--- config.mk ---
export PLATFORM = sky130hd
export DESIGN_NAME = ifq
export DESIGN_NICKNAME = d
export VERILOG_FILES = /design/src/rtl/ifq_pkg.sv /design/src/rtl/ifq_fifo.sv /design/src/rtl/ifq.sv
export SDC_FILE = /design/constraint.sdc
export NUM_CORES = 1
export LEC_CHECK = 0
export CORE_ASPECT_RATIO = 1.25
export CORE_MARGIN = 1
export CORE_UTILIZATION = 61
export CTS_BUF_LIST = sky130_fd_sc_hd__clkbuf_16
export DETAILED_ROUTE_END_ITERATION = 10
export PLACE_DENSITY = 0.86
export SETUP_SLACK_MARGIN = 0.3
export SYNTH_ARGS = -nofsm -noshare
export SYNTH_HDL_FRONTEND = slang
export SYNTH_HIERARCHICAL = 1
export SYNTH_SLANG_ARGS = --single-unit
--- constraint.sdc ---
create_clock -name clk -period 7.8 [get_ports clk]
set_input_delay 1.56 -clock clk [delete_from_list [all_inputs] [get_ports clk]]
set_output_delay 1.56 -clock clk [all_outputs]
set_load 0.01 [all_outputs]
--- src/rtl/ifq_pkg.sv ---
// Shared IFQ definitions: fetch FSM state encodings and instruction/PC constants.
package ifq_pkg;

    localparam int INST_W  = 32;
    localparam int PC_STEP = 4;

    typedef enum logic [1:0] {
        ST_BOOT  = 2'd0,
        ST_FETCH = 2'd1,
        ST_STALL = 2'd2
    } ifq_state_e;

endpackage

--- src/rtl/ifq_fifo.sv ---
// IFQ storage: circular buffer of {instruction, pc+4} entries with flush and occupancy count.
module ifq_fifo
    import ifq_pkg::*;
#(
    parameter int DEPTH  = 4,
    parameter int ADDR_W = 32,
    localparam int ENT_W = INST_W + ADDR_W,
    localparam int PTR_W = $clog2(DEPTH),
    localparam int CNT_W = PTR_W + 1
) (
    input  logic             clk,
    input  logic             rst_n,
    input  logic             i_push,
    input  logic [ENT_W-1:0] i_wdata,
    input  logic             i_pop,
    input  logic             i_flush,
    output logic [ENT_W-1:0] o_rdata,
    output logic             o_full,
    output logic             o_empty,
    output logic [CNT_W-1:0] o_count
);

    logic [ENT_W-1:0] r_mem [DEPTH];
    logic [PTR_W-1:0] r_wr_ptr;
    logic [PTR_W-1:0] r_rd_ptr;
    logic [CNT_W-1:0] r_count;
    logic             w_do_pop;
    logic             w_do_push;

    assign o_empty   = (r_count == '0);
    assign o_full    = (r_count == CNT_W'(DEPTH));
    assign o_count   = r_count;
    assign o_rdata   = r_mem[r_rd_ptr];
    assign w_do_pop  = i_pop & ~o_empty;
    // A full queue still accepts a write when the head leaves in the same cycle.
    assign w_do_push = i_push & (~o_full | w_do_pop);

    always_ff @(posedge clk or negedge rst_n) begin
        if (!rst_n) begin
            r_wr_ptr <= '0;
            r_rd_ptr <= '0;
            r_count  <= '0;
        end else if (i_flush) begin
            r_wr_ptr <= '0;
            r_rd_ptr <= '0;
            r_count  <= '0;
        end else begin
            if (w_do_push) r_wr_ptr <= r_wr_ptr + PTR_W'(1);
            if (w_do_pop)  r_rd_ptr <= r_rd_ptr + PTR_W'(1);
            case ({w_do_push, w_do_pop})
                2'b10:   r_count <= r_count + CNT_W'(1);
                2'b01:   r_count <= r_count - CNT_W'(1);
                default: r_count <= r_count;
            endcase
        end
    end

    always_ff @(posedge clk) begin
        if (w_do_push && !i_flush) r_mem[r_wr_ptr] <= i_wdata;
    end

endmodule

--- src/rtl/ifq.sv ---
// Instruction fetch queue: fetch FSM, fetch PC, stale-response drop and head presentation.
// Optional feature: define IFQ_BYPASS_EN to forward a response straight to the head when empty.
module ifq
    import ifq_pkg::*;
#(
    parameter int                DEPTH    = 4,
    parameter int                ADDR_W   = 32,
    parameter logic [ADDR_W-1:0] RESET_PC = ADDR_W'(32'h0000_0000)
) (
    input  logic              clk,
    input  logic              rst_n,
    input  logic              jmp_branch_valid,
    input  logic [ADDR_W-1:0] jmp_branch_address,
    output logic              icache_rd_en,
    output logic [ADDR_W-1:0] icache_addr,
    input  logic [INST_W-1:0] icache_rdata,
    input  logic              icache_valid,
    output logic              ifq_empty,
    output logic [INST_W-1:0] ifq_inst,
    output logic [ADDR_W-1:0] ifq_pc_plus4,
    input  logic              dispatch_rd_en
);

    localparam int CNT_W = $clog2(DEPTH) + 1;
    localparam int ENT_W = INST_W + ADDR_W;

    ifq_state_e        r_state;
    ifq_state_e        w_state_nxt;
    logic [ADDR_W-1:0] r_fetch_pc;
    logic [ADDR_W-1:0] r_req_pc;
    logic              r_pend;
    logic              r_drop;
    logic [ADDR_W-1:0] w_req_pc4;
    logic              w_redirect;
    logic              w_resp_ok;
    logic              w_room;
    logic              w_issue;
    logic              w_fifo_pop;
    logic              w_pop_ok;
    logic              w_push;
    logic              w_bypass_vis;
    logic              w_bypass_take;
    logic              w_fifo_empty;
    logic              w_fifo_full;
    logic [CNT_W-1:0]  w_count;
    logic [ENT_W-1:0]  w_wdata;
    logic [ENT_W-1:0]  w_rdata;

    // A redirect seen while rst_n is low must not raise a fetch request.
    assign w_redirect = jmp_branch_valid & rst_n;
    assign w_req_pc4  = r_req_pc + ADDR_W'(PC_STEP);
    assign w_resp_ok  = icache_valid & r_pend & ~r_drop & ~w_redirect;
    assign w_room     = ~w_fifo_full &
                        (({1'b0, w_count} + (CNT_W+1)'(r_pend)) < (CNT_W+1)'(DEPTH));
    assign w_fifo_pop = dispatch_rd_en & ~w_redirect;
    assign w_pop_ok   = w_fifo_pop & ~w_fifo_empty;
    assign w_wdata    = {icache_rdata, w_req_pc4};

`ifdef IFQ_BYPASS_EN
    assign w_bypass_vis = w_fifo_empty & w_resp_ok;
`else
    assign w_bypass_vis = 1'b0;
`endif
    assign w_bypass_take = w_bypass_vis & dispatch_rd_en;
    assign w_push        = w_resp_ok & ~w_bypass_take;

    ifq_fifo #(
        .DEPTH  (DEPTH),
        .ADDR_W (ADDR_W)
    ) u_fifo (
        .clk     (clk),
        .rst_n   (rst_n),
        .i_push  (w_push),
        .i_wdata (w_wdata),
        .i_pop   (w_fifo_pop),
        .i_flush (w_redirect),
        .o_rdata (w_rdata),
        .o_full  (w_fifo_full),
        .o_empty (w_fifo_empty),
        .o_count (w_count)
    );

    always_comb begin
        ifq_empty    = 1'b1;
        ifq_inst     = '0;
        ifq_pc_plus4 = '0;
        if (!w_fifo_empty) begin
            ifq_empty                = 1'b0;
            {ifq_inst, ifq_pc_plus4} = w_rdata;
        end else if (w_bypass_vis) begin
            ifq_empty    = 1'b0;
            ifq_inst     = icache_rdata;
            ifq_pc_plus4 = w_req_pc4;
        end
    end

    always_comb begin
        w_state_nxt  = r_state;
        icache_rd_en = 1'b0;
        icache_addr  = r_fetch_pc;
        w_issue      = 1'b0;
        if (w_redirect) begin
            icache_rd_en = 1'b1;
            icache_addr  = jmp_branch_address;
            w_state_nxt  = ST_FETCH;
        end else begin
            case (r_state)
                ST_BOOT:  w_state_nxt = ST_FETCH;
                ST_FETCH: begin
                    if (w_room) begin
                        icache_rd_en = 1'b1;
                        w_issue      = 1'b1;
                    end else begin
                        w_state_nxt = ST_STALL;
                    end
                end
                ST_STALL: if (w_pop_ok) w_state_nxt = ST_FETCH;
                default:  w_state_nxt = ST_BOOT;
            endcase
        end
    end

    always_ff @(posedge clk or negedge rst_n) begin
        if (!rst_n) begin
            r_state    <= ST_BOOT;
            r_fetch_pc <= RESET_PC;
            r_req_pc   <= '0;
            r_pend     <= 1'b0;
            r_drop     <= 1'b0;
        end else begin
            r_state <= w_state_nxt;
            r_pend  <= icache_rd_en;
            if (w_redirect) begin
                r_fetch_pc <= jmp_branch_address + ADDR_W'(PC_STEP);
                r_req_pc   <= jmp_branch_address;
                // An older response still owed after this cycle must not reach the queue.
                r_drop     <= r_pend & ~icache_valid;
            end else begin
                if (w_issue) begin
                    r_fetch_pc <= r_fetch_pc + ADDR_W'(PC_STEP);
                    r_req_pc   <= r_fetch_pc;
                end
                if (icache_valid) r_drop <= 1'b0;
            end
        end
    end

endmodule

==> flow_metrics.env, run 1 <==
export IMPL_status="complete, no violations"
export IMPL_grt_pass1_wl_um=46820
export IMPL_dieArea_mm2=0.02453
export IMPL_drv_slew=0
export IMPL_final_util=0.7522
export IMPL_endpoint_kind="output port"
export IMPL_fin_nets=1230
export IMPL_path_clk_slew_ns=0.06
export IMPL_globalplace_congestion=0.8919
export IMPL_synth_common_cells="256 x edfxtp_1, 90 x nor2_1, 82 x nand2_1"
export IMPL_final_setup_tns_ns=0
export IMPL_p_leak_nw=6.037
export IMPL_antenna_found_initial=0
export IMPL_rr_worst_depth=10
export IMPL_critPathCapture="icache_addr[14]"
export IMPL_finClkSkew_ns=0.01530
export IMPL_cts_inserted_buffers=30
export IMPL_grt_overflow=0
export IMPL_slew_headroom=0.3719
export IMPL_root_buffer="clkbuf_16"
export IMPL_critPathRequiredTime_ns=6.24
export IMPL_post_cts_buffers=0
export IMPL_ant_nets=0
export IMPL_cp_startpoint="jmp_branch_valid"
export IMPL_max_freq_mhz=164.2
export IMPL_r2r_end="r_fetch_pc[26]$_DFFE_PN0P_"
export IMPL_total_power_mw=6.663
export IMPL_crit_family="buffers and inverters"
export IMPL_cp_cell_sequence="clkdlybuf4s50_1 > buf_4 > nand2_4 > inv_2 > buf_4 > mux2i_1 > inv_1 > clkdlybuf4s50_1"
export IMPL_yosysTopAreaCellShare=0.5272
export IMPL_cp_depth=8
export IMPL_setup_viol=0
export IMPL_placed_area_mm2=0.01645
export IMPL_ys_warn_count=6
export IMPL_clk_path_buf_depth=3
export IMPL_rrSetupSlack_ns=5.00
export IMPL_drt_pass1_iter_count=5
export IMPL_crit_buf_inv=6
export IMPL_synthCells=991
export IMPL_cap_violations=0
export IMPL_r2r_start="u_fifo/o_count[0]$_DFFE_PN0P_"
export IMPL_wl_per_cell_um=20.37
export IMPL_ys_ff_latch=331
export IMPL_syn_area_per_cell_um2=14.71
export IMPL_min_period_over_period=0.7810
export IMPL_worst_pin_slew_ns=0.9422
export IMPL_io_buffers=166
export IMPL_hold_buffers=0
export IMPL_cts_max_level=1
export IMPL_cts_tree="done"
export IMPL_synth_edf_count=256
export IMPL_yosysTopAreaCell="edfxtp_1"
export IMPL_cp_slowest_cell="inv_2"
export IMPL_path_class="primary input to output port"
export IMPL_synthFlopType="edfxtp_1"
export IMPL_cp_data_arrival_time_ns=4.53
export IMPL_initial_utilization=0.6286
export IMPL_yosys_top_cells_area="edfxtp_1 53%, dfrtp_1 13%, mux4_2 9.9%"
export IMPL_async_flop_share=0.2266
export IMPL_viasPerCell=5.870
export IMPL_grt_max_degree=90
export IMPL_final_min_clock_period_ns=6.092
export IMPL_synthesis_area_mm2=0.01458
export IMPL_antenna_cells=0
export IMPL_hold_class="flop to flop"
export IMPL_fin_area_mm2=0.01745
export IMPL_clkSinkCount=331
export IMPL_critPathMaxFanout=40
export IMPL_syn_nets=1067
export IMPL_synthDistinctLibCells=56
export IMPL_fillers=1421
export IMPL_grt_use_total=0.2500
export IMPL_via_count=8594
export IMPL_final_hold_viol_count=0
export IMPL_io_pins=167
export IMPL_grt_pass1_vias=8805
export IMPL_core_mm2=0.02319
export IMPL_drive_gt1_frac=0.1412
export IMPL_drc=0
export IMPL_insertion_delay_ns=0.55
export IMPL_synth_most_common_cell="edfxtp_1"
export IMPL_vdd_drop_max_mv=0.5642
export IMPL_area_growth_pct=19.66
export IMPL_cts_resized=0
export IMPL_hpwl_um=18590
export IMPL_die_w_um=140.3
export IMPL_rsz0062_at_grt="no"
export IMPL_drt_total_wl_um=29830
export IMPL_yosysSeqAreaShare=0.6560
export IMPL_rows=62
export IMPL_die_h_um=174.9
export IMPL_cp_start_kind="primary input"
export IMPL_drtIter0Drc=637
export IMPL_p_per_area_mw_per_mm2=381.9
export IMPL_slowest_delay_ns=0.73
==> layout make-up <==
class / instances / area (um2) / share of cell area
flip-flops and latches: 331 / 9569 / 0.5485
multi-input cells: 584 / 4649 / 0.2665
repair buffers: 181 / 1772 / 0.1015
clock buffers: 31 / 775.7 / 0.04446
well taps: 288 / 360.3 / 0.02065
clock inverters: 23 / 222.7 / 0.01277
inverters: 26 / 97.59 / 0.005594
==> where the power goes <==
group | leakage (nW) | switching, mW | internal [mW] | total [mW]
Clock | 0.497 | 0.626 | 0.851 | 1.48
Sequential | 3.16 | 0.289 | 2.32 | 2.61
Combinational | 2.38 | 1.31 | 1.26 | 2.57
==> flip-flops by register name, summed over array words and instances (netlist names) <==
name,flops
u_fifo/r_mem,256
r_fetch_pc,32
r_pend,1
u_fifo/r_rd_ptr,2
u_fifo/o_count,3
r_req_pc,32
u_fifo/r_wr_ptr,2
r_state,2
r_drop,1
==> cells in the final DEF (no fill, tap or decap), types with 20 or more instances in the layout <==
cell type and count:
inv_1 27, nor2_1 89, nand3_1 26, dfrtp_1 73
edfxtp_1 256, mux4_2 64, nand4_1 20, clkdlybuf4s50_1 165
clkbuf_16 31, xnor2_1 42, a21oi_1 42, nor2b_1 69
nand2_1 82
==> through the flow <==
stage | hold slack (ns) | std cells | worst slack (ns)
3_3_place_gp | 0.4669 | 1410 | 1.775
2_1_floorplan | 0.4394 | 991 | 2.752
4_1_cts | 0.5082 | 1464 | 1.694
6_report | 0.5038 | 1464 | 1.708
3_5_place_dp | 0.4850 | 1410 | 1.694
5_1_grt | 0.5310 | 1464 | 1.506
==> kinds of logic after synthesis <==
family / Yosys count / share of synthesized area
and+or+nand+nor: 337 / 0.1208
DFF: 331 / 0.6560
muxes: 91 / 0.1189
AOI/OAI and AO/OA: 88 / 0.03518
buffers and inverters: 76 / 0.02600
xor gates and xnor gates: 61 / 0.03664
adders and majority gates: 7 / 0.006522
==> worst min-delay path by stage <==
stage	from	endpoint	slack, ns	cells past startpoint
after floorplan	r_fetch_pc[0]$_DFFE_PN0P_	r_fetch_pc[0]$_DFFE_PN0P_	0.44	2
after global placement	r_fetch_pc[2]$_DFFE_PN0P_	r_fetch_pc[2]$_DFFE_PN0P_	0.47	2
after detailed placement	r_fetch_pc[3]$_DFFE_PN0P_	r_fetch_pc[3]$_DFFE_PN0P_	0.49	2
after CTS	r_fetch_pc[0]$_DFFE_PN0P_	r_fetch_pc[0]$_DFFE_PN0P_	0.51	2
after global routing	r_fetch_pc[0]$_DFFE_PN0P_	r_fetch_pc[0]$_DFFE_PN0P_	0.53	2
final	r_fetch_pc[0]$_DFFE_PN0P_	r_fetch_pc[0]$_DFFE_PN0P_	0.50	2
==> layer usage <==
| layer | part of all wire | GRT usage |
|---|---|---|
| met1 | 0.41 | 0.3331 |
| met2 | 0.51 | 0.4373 |
| met3 | 0.057 | 0.02878 |
| met4 | 0.022 | 0.07143 |
| met5 | 0 | 0 |
==> tightest hold or removal path, cell delays in order, from the launching register on <==
cell,delay (ns)
dfrtp_1,0.33
nand2_1,0.07
nand2_1,0.07
No activity file was read; power rests on OpenSTA's default activity.
==> inputs of run 2 (changes only) <==
Settings changed: CORE_UTILIZATION 61 to 51, PLACE_DENSITY 0.86 to 0.76.
Clock period 7.8 ns to 5.6 ns, I/O delays scaled along.
==> run 2 against run 1 <==
Non-clock buffer count is the same. Clock power is 57% higher. Sequential power up 39%. Cell area rose by 1.8%. Combinational power is 40% higher. Clock-buffer cell count is 4 higher. Global-route usage down 4.9 points. Setup slack worse by 0.74 ns. Flip-flop and latch count unchanged. Wire length fell by 3.9%. Utilization shrank 11 points.
==> flow_metrics.env, run 2 (synthesis gave the netlist of run 1 again) <==
export IMPL_finClkSkew_ns=0.02094
export IMPL_hpwl_um=18320
export IMPL_clkSinkCount=331
export IMPL_cp_data_arrival_time_ns=3.51
export IMPL_cp_depth=8
export IMPL_antenna_found_initial=0
export IMPL_setup_ws_ns=0.9652
export IMPL_endpoint_kind="output port"
export IMPL_via_count=8439
export IMPL_cp_cell_sequence="clkdlybuf4s50_1 > buf_4 > nand2_4 > inv_2 > buf_12 > mux2i_1 > inv_1 > clkdlybuf4s50_1"
export IMPL_p_per_area_mw_per_mm2=537.5
export IMPL_cpMostUsedCell="clkdlybuf4s50_1"
export IMPL_grt_pass1_wl_um=45640
export IMPL_dp_slack_ns=0.9766
export IMPL_final_hold_viol_count=0
export IMPL_dieArea_mm2=0.02927
export IMPL_globalplace_congestion=0.8660
export IMPL_slowest_delay_ns=0.49
export IMPL_worst_pin_slew_ns=0.8604
export IMPL_core_mm2=0.02782
export IMPL_initial_utilization=0.5241
export IMPL_cp_start_kind="primary input"
export IMPL_setup_viol=0
export IMPL_drv_slew=0
export IMPL_fin_nets=1234
export IMPL_cp_slowest_cell="clkdlybuf4s50_1"
export IMPL_die_h_um=191.0
export IMPL_fin_area_mm2=0.01776
export IMPL_io_buffers=166
export IMPL_root_buffer="clkbuf_16"
export IMPL_drt_total_wl_um=28650
export IMPL_top_register="u_fifo/r_mem"
export IMPL_rr_worst_depth=10
export IMPL_area_growth_pct=21.81
export IMPL_mostFrequentLayoutCells="256 x edfxtp_1, 165 x clkdlybuf4s50_1, 89 x nor2_1"
export IMPL_final_util=0.6384
export IMPL_hold_ws_ns=0.4795
export IMPL_hold_buffers=0
export IMPL_grt_use_total=0.2008
export IMPL_hold_class="flop to flop"
export IMPL_post_cts_buffers=0
export IMPL_wl_per_cell_um=18.69
export IMPL_final_min_clock_period_ns=4.635
export IMPL_stdcell_count=1533
export IMPL_die_w_um=153.2
export IMPL_max_freq_mhz=215.8
export IMPL_critPathRequiredTime_ns=4.48
export IMPL_insertion_delay_ns=0.51
export IMPL_io_pins=167
export IMPL_crit_family="buffers and inverters"
export IMPL_cap_violations=0
export IMPL_min_period_over_period=0.8276
export IMPL_fillers=2008
export IMPL_drt_pass1_iter_count=5
export IMPL_p_leak_nw=6.147
export IMPL_dpl_cell_count=1472
export IMPL_grt_max_degree=90
export IMPL_largest_register_ffs=256
export IMPL_viasPerCell=5.505
export IMPL_placed_area_mm2=0.01661
export IMPL_drive_gt1_frac=0.1429
export IMPL_cts_max_level=2
export IMPL_slew_headroom=0.4264
export IMPL_total_power_mw=9.547
export IMPL_final_common_cell="edfxtp_1"
export IMPL_drc=0
export IMPL_crit_buf_inv=6
export IMPL_grt_pass1_vias=8552
export IMPL_grt_overflow=0
export IMPL_cts_resized=0
export IMPL_ant_nets=0
export IMPL_rows=68
export IMPL_path_clk_slew_ns=0.06
export IMPL_critPathMaxFanout=63
export IMPL_drtIter0Drc=445
export IMPL_hold_depth=2
export IMPL_status="complete, no violations"
export IMPL_clk_path_buf_depth=3
export IMPL_cts_inserted_buffers=34
export IMPL_cts_tree="done"
export IMPL_rsz0062_at_grt="no"
export IMPL_vdd_drop_max_mv=0.6510
export IMPL_antenna_cells=0
export IMPL_reg_largest_list="u_fifo/r_mem: 256 flops, r_fetch_pc: 32 flops, r_req_pc: 32 flops"
export IMPL_path_class="primary input to output port"
export IMPL_final_setup_tns_ns=0
-- run 2: final timing paths --
path / start / slack, ns / end
worst max register to register: u_fifo/o_count[1]$_DFFE_PN0P_ / 2.78 / r_fetch_pc[26]$_DFFE_PN0P_
worst max-delay path: jmp_branch_valid / 0.97 / icache_addr[5]
max in group asynchronous: rst_n / 4.00 / r_req_pc[21]$_DFFE_PN0P_
worst min-delay path: r_fetch_pc[1]$_DFFE_PN0P_ / 0.48 / r_fetch_pc[1]$_DFFE_PN0P_
worst min register to register: r_fetch_pc[1]$_DFFE_PN0P_ / 0.48 / r_fetch_pc[1]$_DFFE_PN0P_
min in group asynchronous: rst_n / 0.59 / r_fetch_pc[1]$_DFFE_PN0P_
-- run 2: tightest hold or removal path, delay by kind of cell (launching register included) --
family	cells	cell delay [ns]
DFF	1	0.32
and+or+nand+nor	2	0.13
-- run 2: area by class of cell --
| class | instances | area [um2] | area share |
|---|---|---|---|
| clock buffers | 35 | 875.8 | 0.04931 |
| clock inverters | 26 | 279.0 | 0.01571 |
| inverters | 26 | 97.59 | 0.005495 |
| multi-input cells | 584 | 4654 | 0.2621 |
| flip-flops and latches | 331 | 9569 | 0.5388 |
| well taps | 350 | 437.9 | 0.02466 |
| repair buffers | 181 | 1847 | 0.1040 |
-- run 2: routing by layer --
layer,wire length [um],share of wire,track usage
met5,0,0,0
met4,670,0.023,0.06488
met3,1292,0.045,0.02743
met2,14060,0.49,0.3393
met1,12630,0.44,0.2704
-- run 2: power by group --
group	internal [mW]	switching (mW)
clock network	1.42	0.912
registers	3.23	0.391
logic	1.78	1.82
total	6.43	3.12
